<file path="src/rtl/validador_faixa.sv">
`default_nettype none
// ============================================================================
// Module   : validador_faixa
// Purpose  : Range validator for BCD distance samples. While armed by medir,
//            each sample marked by amostra_pronto is compared against the
//            limits latched at arming time. N_ACERTOS consecutive in-range
//            samples raise acertou. A gap longer than TIMEOUT_CICLOS between
//            samples raises the sticky erro_timeout.
// Ports    : clock, reset           - clock and synchronous active-high reset
//            medir                  - level, high arms, low returns to idle
//            amostra_pronto, medida - sample strobe and BCD sample
//            upperL, lowerL         - BCD limits (inclusive), latched on arm
//            dentro, acertou        - last sample in range / run completed
//            erro_timeout           - sticky sample-interval error
//            contagem               - consecutive in-range count (saturating)
//            db_medida, db_estado   - last valid sample / state code
// Options  : VALIDADOR_TRAVA_EN - hold ACERTO on bad samples and freeze the
//            timer while in ACERTO.
// Revision : 1.0 - initial release
// ============================================================================
module validador_faixa #(
    parameter int DIGITOS        = 3,
    parameter int N_ACERTOS      = 4,
    parameter int TIMEOUT_CICLOS = 3_000_000
) (
    input  logic                             clock,
    input  logic                             reset,
    input  logic                             medir,
    input  logic                             amostra_pronto,
    input  logic [4*DIGITOS-1:0]             medida,
    input  logic [4*DIGITOS-1:0]             upperL,
    input  logic [4*DIGITOS-1:0]             lowerL,
    output logic                             dentro,
    output logic                             acertou,
    output logic                             erro_timeout,
    output logic [$clog2(N_ACERTOS+1)-1:0]   contagem,
    output logic [4*DIGITOS-1:0]             db_medida,
    output logic [3:0]                       db_estado
);

    localparam int c_dw = 4 * DIGITOS;
    localparam int c_cw = $clog2(N_ACERTOS + 1);
    localparam int c_tw = (TIMEOUT_CICLOS > 1) ? $clog2(TIMEOUT_CICLOS) : 1;
    localparam logic [c_cw-1:0] c_n_acertos = c_cw'(N_ACERTOS);
    localparam logic [c_tw-1:0] c_timer_max = c_tw'(TIMEOUT_CICLOS - 1);

`ifdef VALIDADOR_TRAVA_EN
    localparam bit c_trava = 1'b1;
`else
    localparam bit c_trava = 1'b0;
`endif

    typedef enum logic [3:0] {
        OCIOSO  = 4'd0,
        ESPERA  = 4'd1,
        ACERTO  = 4'd3,
        TIMEOUT = 4'd4
    } estado_t;

    estado_t          r_estado,   w_estado;
    logic [c_dw-1:0]  r_upper,    w_upper;
    logic [c_dw-1:0]  r_lower,    w_lower;
    logic [c_tw-1:0]  r_timer,    w_timer;
    logic [c_cw-1:0]  r_contagem, w_contagem;
    logic             r_dentro,   w_dentro;
    logic             r_acertou,  w_acertou;
    logic             r_erro,     w_erro;
    logic [c_dw-1:0]  r_db,       w_db;

    logic w_digitos_ok;
    logic w_na_faixa;

    // Any nibble above 9 makes the sample unusable.
    always_comb begin
        w_digitos_ok = 1'b1;
        for (int d = 0; d < DIGITOS; d++) begin
            if (medida[4*d +: 4] > 4'd9) begin
                w_digitos_ok = 1'b0;
            end
        end
    end

    // Plain unsigned compare works on BCD because digit weights are ordered.
    // Inverted limits can never be satisfied, the explicit check documents it.
    assign w_na_faixa = w_digitos_ok && (r_lower <= r_upper) &&
                        (medida >= r_lower) && (medida <= r_upper);

    always_ff @(posedge clock) begin
        if (reset) begin
            r_estado <= OCIOSO;
        end else begin
            r_estado <= w_estado;
        end
    end

    always_comb begin
        w_estado   = r_estado;
        w_upper    = r_upper;
        w_lower    = r_lower;
        w_timer    = r_timer;
        w_contagem = r_contagem;
        w_dentro   = r_dentro;
        w_erro     = r_erro;
        w_db       = r_db;

        if (!medir) begin
            w_estado   = OCIOSO;
            w_timer    = '0;
            w_contagem = '0;
            w_dentro   = 1'b0;
            w_erro     = 1'b0;
        end else begin
            case (r_estado)
                OCIOSO: begin
                    w_estado = ESPERA;
                    w_upper  = upperL;
                    w_lower  = lowerL;
                    w_timer  = '0;
                end
                ESPERA, ACERTO: begin
                    if (amostra_pronto) begin
                        // A sample always wins over a coincident timer expiry.
                        w_timer  = '0;
                        w_dentro = w_na_faixa;
                        if (w_digitos_ok) begin
                            w_db = medida;
                        end
                        if (w_na_faixa) begin
                            w_contagem = (r_contagem == c_n_acertos) ? c_n_acertos
                                                                     : r_contagem + 1'b1;
                        end else begin
                            w_contagem = '0;
                        end
                        if (r_estado == ESPERA) begin
                            if (w_na_faixa && (w_contagem == c_n_acertos)) begin
                                w_estado = ACERTO;
                            end
                        end else if (!w_na_faixa && !c_trava) begin
                            w_estado = ESPERA;
                        end
                    end else if ((r_estado == ESPERA) || !c_trava) begin
                        if (r_timer == c_timer_max) begin
                            w_estado = TIMEOUT;
                            w_erro   = 1'b1;
                        end else begin
                            w_timer = r_timer + 1'b1;
                        end
                    end
                end
                TIMEOUT: begin
                    // Parked until medir drops; samples are ignored.
                end
                default: begin
                    w_estado = OCIOSO;
                end
            endcase
        end

        w_acertou = (w_estado == ACERTO);
    end

    always_ff @(posedge clock) begin
        if (reset) begin
            r_upper    <= '0;
            r_lower    <= '0;
            r_timer    <= '0;
            r_contagem <= '0;
            r_dentro   <= 1'b0;
            r_acertou  <= 1'b0;
            r_erro     <= 1'b0;
            r_db       <= '0;
        end else begin
            r_upper    <= w_upper;
            r_lower    <= w_lower;
            r_timer    <= w_timer;
            r_contagem <= w_contagem;
            r_dentro   <= w_dentro;
            r_acertou  <= w_acertou;
            r_erro     <= w_erro;
            r_db       <= w_db;
        end
    end

    assign dentro       = r_dentro;
    assign acertou      = r_acertou;
    assign erro_timeout = r_erro;
    assign contagem     = r_contagem;
    assign db_medida    = r_db;
    assign db_estado    = r_estado;

endmodule
`default_nettype wire

</file>
<file path="config.mk">
export PLATFORM = sky130hd
export DESIGN_NAME = validador_faixa
export DESIGN_NICKNAME = d
export VERILOG_FILES = /design/src/rtl/validador_faixa.sv
export SDC_FILE = /design/constraint.sdc
export NUM_CORES = 1
export LEC_CHECK = 0
export ABC_AREA = 0
export BUFFER_PORTS_ARGS = -buffer_cell sky130_fd_sc_hd__buf_4
export CELL_PAD_IN_SITES_DETAIL_PLACEMENT = 1
export CELL_PAD_IN_SITES_GLOBAL_PLACEMENT = 1
export CORE_MARGIN = 2
export CORE_UTILIZATION = 42
export DETAILED_ROUTE_END_ITERATION = 12
export PLACE_DENSITY_LB_ADDON = 0.1
export SYNTH_ARGS = -nofsm -noshare
export SYNTH_HDL_FRONTEND = slang
export SYNTH_SLANG_ARGS = --single-unit
</file>
<file path="constraint.sdc">
create_clock -name clock -period 2.7 [get_ports clock]
set_input_delay 0.81 -clock clock [delete_from_list [all_inputs] [get_ports clock]]
set_output_delay 0.81 -clock clock [all_outputs]
set_load 0.05 [all_outputs]
</file>
==> results.py <==
metrics = {
    "placement": {
        "place_congestion": 0.837,
        "placed_area_um2": 4360,
        "port_buffers": 61,
        "dpl_worst_slack_ns": -0.0643,
        "dpl.hpwl_um": 7600,
    },
    "floorplanning": {
        "die_height_um": 98.7,
        "die_x_um": 98.7,
        "fp-row-count": 34,
        "start_util_pct": 43.2,
        "io_pins": 62,
        "die_area_um2": 9740,
        "core_um2": 8720,
    },
    "drt": {
        "drtIter0Drc": 122,
        "drc": 0,
        "routedWlPerCell_um": 15.9,
        "antenna_left": 0,
        "num_vias": 3411,
        "vias_per_cell": 5.46,
        "drt-pass1-iter-count": 4,
        "routed_wl_um": 9940,
    },
    "timing": {
        "slew_violations": 0,
        "min_period_over_period_pct": 90.4,
        "setup_tns_ns": 0,
        "layout_setup_ws_ns": 0.260,
        "worstMarginPinSlew_ns": 0.823,
        "period_needed_ns": 2.44,
        "hold_viol_final": 0,
        "relSlewSlack_pct": 45.0,
        "rsz0062_at_grt": "false",
        "fmax_ghz": 0.410,
        "finalClockSkew_ns": 0.00865,
        "finalSetupViolCount": 0,
        "hold_slack_ns": 0.459,
    },
    "global_route": {
        "track_usage_pct": 21.2,
        "grt_max_degree": 37,
        "antenna_found_initial": 0,
        "grt_pass1_wl_um": 16700,
        "grt_overflow": 0,
        "first_global_vias": 3514,
    },
    "yosys": {
        "netlist_instances": 447,
        "yosys-top-cells-area": "dfxtp_1 36%, ha_1 13%, nand2_1 6.7%",
        "yosys.area.top_type_share_pct": 36.1,
        "synth_xor_xnor_area_share_pct": 3.02,
        "synth_simple_gate_area_share_pct": 22.4,
        "async_flop_share_pct": 0,
        "synth_edf_count": 0,
        "yosys_warnings": 0,
        "synth_compound_area_share_pct": 16.9,
        "synth_area_per_cell_um2": 8.43,
        "muxShareOfSynthArea_pct": 3.45,
        "ys_ff_latch": 68,
        "synthAdderAreaFrac_pct": 13.0,
        "synth_top_family_by_area": "simple AND/OR/NAND/NOR gates",
        "ys_seq_area_share_pct": 36.1,
        "netlist_area_um2": 3770,
        "synth.net_count": 526,
        "synth_area_leader_cell": "dfxtp_1",
        "synth_cell_types": 57,
        "yosys_most_used_dff": "dfxtp_1",
    },
    "cts": {
        "clock_path_buffers": 2,
        "cts_htree_levels": 3,
        "cts.sinks": 68,
        "cts-root-buf": "clkbuf_8",
        "hold_buffers": 0,
        "cts_setup_buffers": 0,
        "cts_resized": 0,
        "clk_pin_slew_worst_paths_ns": 0.08,
        "cts_tree": "done",
        "clock_latency_ns": 0.35,
        "cts_buffers": 9,
    },
    "layout": {
        "fillers": 1094,
        "syn2layout_area_growth_pct": 20.8,
        "final_area_um2": 4550,
        "drive_gt1_share_pct": 19.0,
        "diodes": 0,
        "fin_nets": 591,
    },
    "power_and_ir_drop": {
        "power_leakage_uw": 0.00181,
        "powerDensity_nw_per_um2": 472,
        "vdd_ir_drop_max_mv": 0.254,
    },
    "run_status": {
        "outcome": "finished clean",
    },
    "setup_path": {
        "r2r-start": "r_lower[3]",
        "crit_type": "input pin to flop",
        "critPathLaunchType": "input pin",
        "reg2reg_slack_ns": 0.42,
        "required_ns": 3.00,
        "worstPathMaxFanout": 4,
        "r2r-end": "contagem[2]",
        "crit_arrival_ns": 2.74,
        "startpoint": "medida[11]",
        "rr_worst_depth": 8,
        "critPathCaptureType": "flop",
    },
    "worst_hold_path": {
        "min_from": "r_upper[7]",
        "hp-class": "flop to flop",
        "hold-path-endpoint": "r_upper[7]",
        "holdPathStages": 2,
    },
    "run": {
        "maxCapViolCount": 0,
    },
}
## worst max path at each step
stage | to | slack (ns) | cells after the start
after floorplan | acertou | 0.39 | 7
after global placement | contagem[2] | 0.04 | 7
after detailed placement | contagem[2] | -0.06 | 7
after CTS | contagem[2] | 0.26 | 7
after global routing | contagem[2] | 0.15 | 8
final | contagem[2] | 0.26 | 7
## cell type report
class | count | area [µm²] | share of cell area, %
Tap cell | 108 | 135 | 2.97
Sequential cell | 68 | 1360 | 29.9
Multi-Input combinational cell | 334 | 2210 | 48.6
Clock buffer | 11 | 151 | 3.33
Inverter | 27 | 101 | 2.23
Clock inverter | 5 | 35.0 | 0.770
Timing Repair Buffer | 72 | 553 | 12.2
## worst max-delay path, cell delays in order
cell,delay [ns]
buf_4,0.13
ha_1,0.32
a21oi_1,0.15
o21ai_0,0.15
o311a_1,0.42
nor3_1,0.48
a32o_1,0.27
## Yosys cell counts, drive strengths merged (2+ instances only)
library cell / number
xnor2: 5
o41ai: 2
a21oi: 48
nand2: 67
ha: 39
nand3b: 2
nand2b: 4
dfxtp: 68
o211ai: 6
inv: 27
nor2: 42
o21ai: 14
and2: 2
buf: 9
a32o: 2
clkbuf: 9
nand3: 8
o2111ai: 7
a211o: 2
or3: 5
nor4: 3
and3: 7
nand4: 11
mux2i: 13
a22o: 2
xor2: 8
nor3: 9
a31oi: 4
nor2b: 6
o22a: 2
## flip-flops by register name, summed over array words and instances, names as in the netlist
signal and count:
r_timer 22, db_medida 12, r_lower 12, r_upper 12
db_estado 4, contagem 3, acertou 1, dentro 1
erro_timeout 1
## layout by cell type (no fill, tap or decap), types with 3 or more instances in the layout
cell and n:
nor2_1 40, nand2b_1 4, o21ai_0 13, buf_4 71
a21oi_1 48, inv_1 27, clkbuf_8 11, dfxtp_1 68
o2111ai_1 6, o211ai_1 5, mux2i_1 13, nor2b_1 6
xnor2_1 5, and3_1 7, nand4_1 11, or3_1 5
xor2_1 8, nand3_1 8, nor3_1 7, nand2_1 67
a31oi_1 3, ha_1 39
## report_power, final
part	switching, µW	internal (µW)	leakage [µW]	total, µW
combinational	168	131	0.00116	298
clock	425	385	0.0000957	811
sequential	15.5	1020	0.000551	1040
total	608	1540	0.00181	2150
## logic make-up after synthesis
| kind of cell | after synthesis |
|---|---|
| other | 1 |
| muxes | 13 |
| xor gates and xnor gates | 13 |
| and+or+nand+nor | 171 |
| DFF | 68 |
| AOI/OAI and AO/OA | 97 |
| buffers and inverters | 45 |
| adders and majority gates | 39 |
## stage by stage
step                      power, µW  util [%]  instances
after floorplan                1240         -        447
after CTS                      2180      52.2        625
final                          2150      52.2        625
after global placement         1350      50.0        609
after global routing           2260      52.2        625
after detailed placement       1360      50.0        609
## metal layers
layer | wire (µm) | track usage (%) | share of wire [%]
met1 | 4320 | 25.6 | 43
met2 | 5120 | 37.8 | 52
met4 | 182 | 6.85 | 1.8
met3 | 313 | 3.97 | 3.1
met5 | 0 | 0 | 0
No activity file was read; power rests on OpenSTA's default activity.
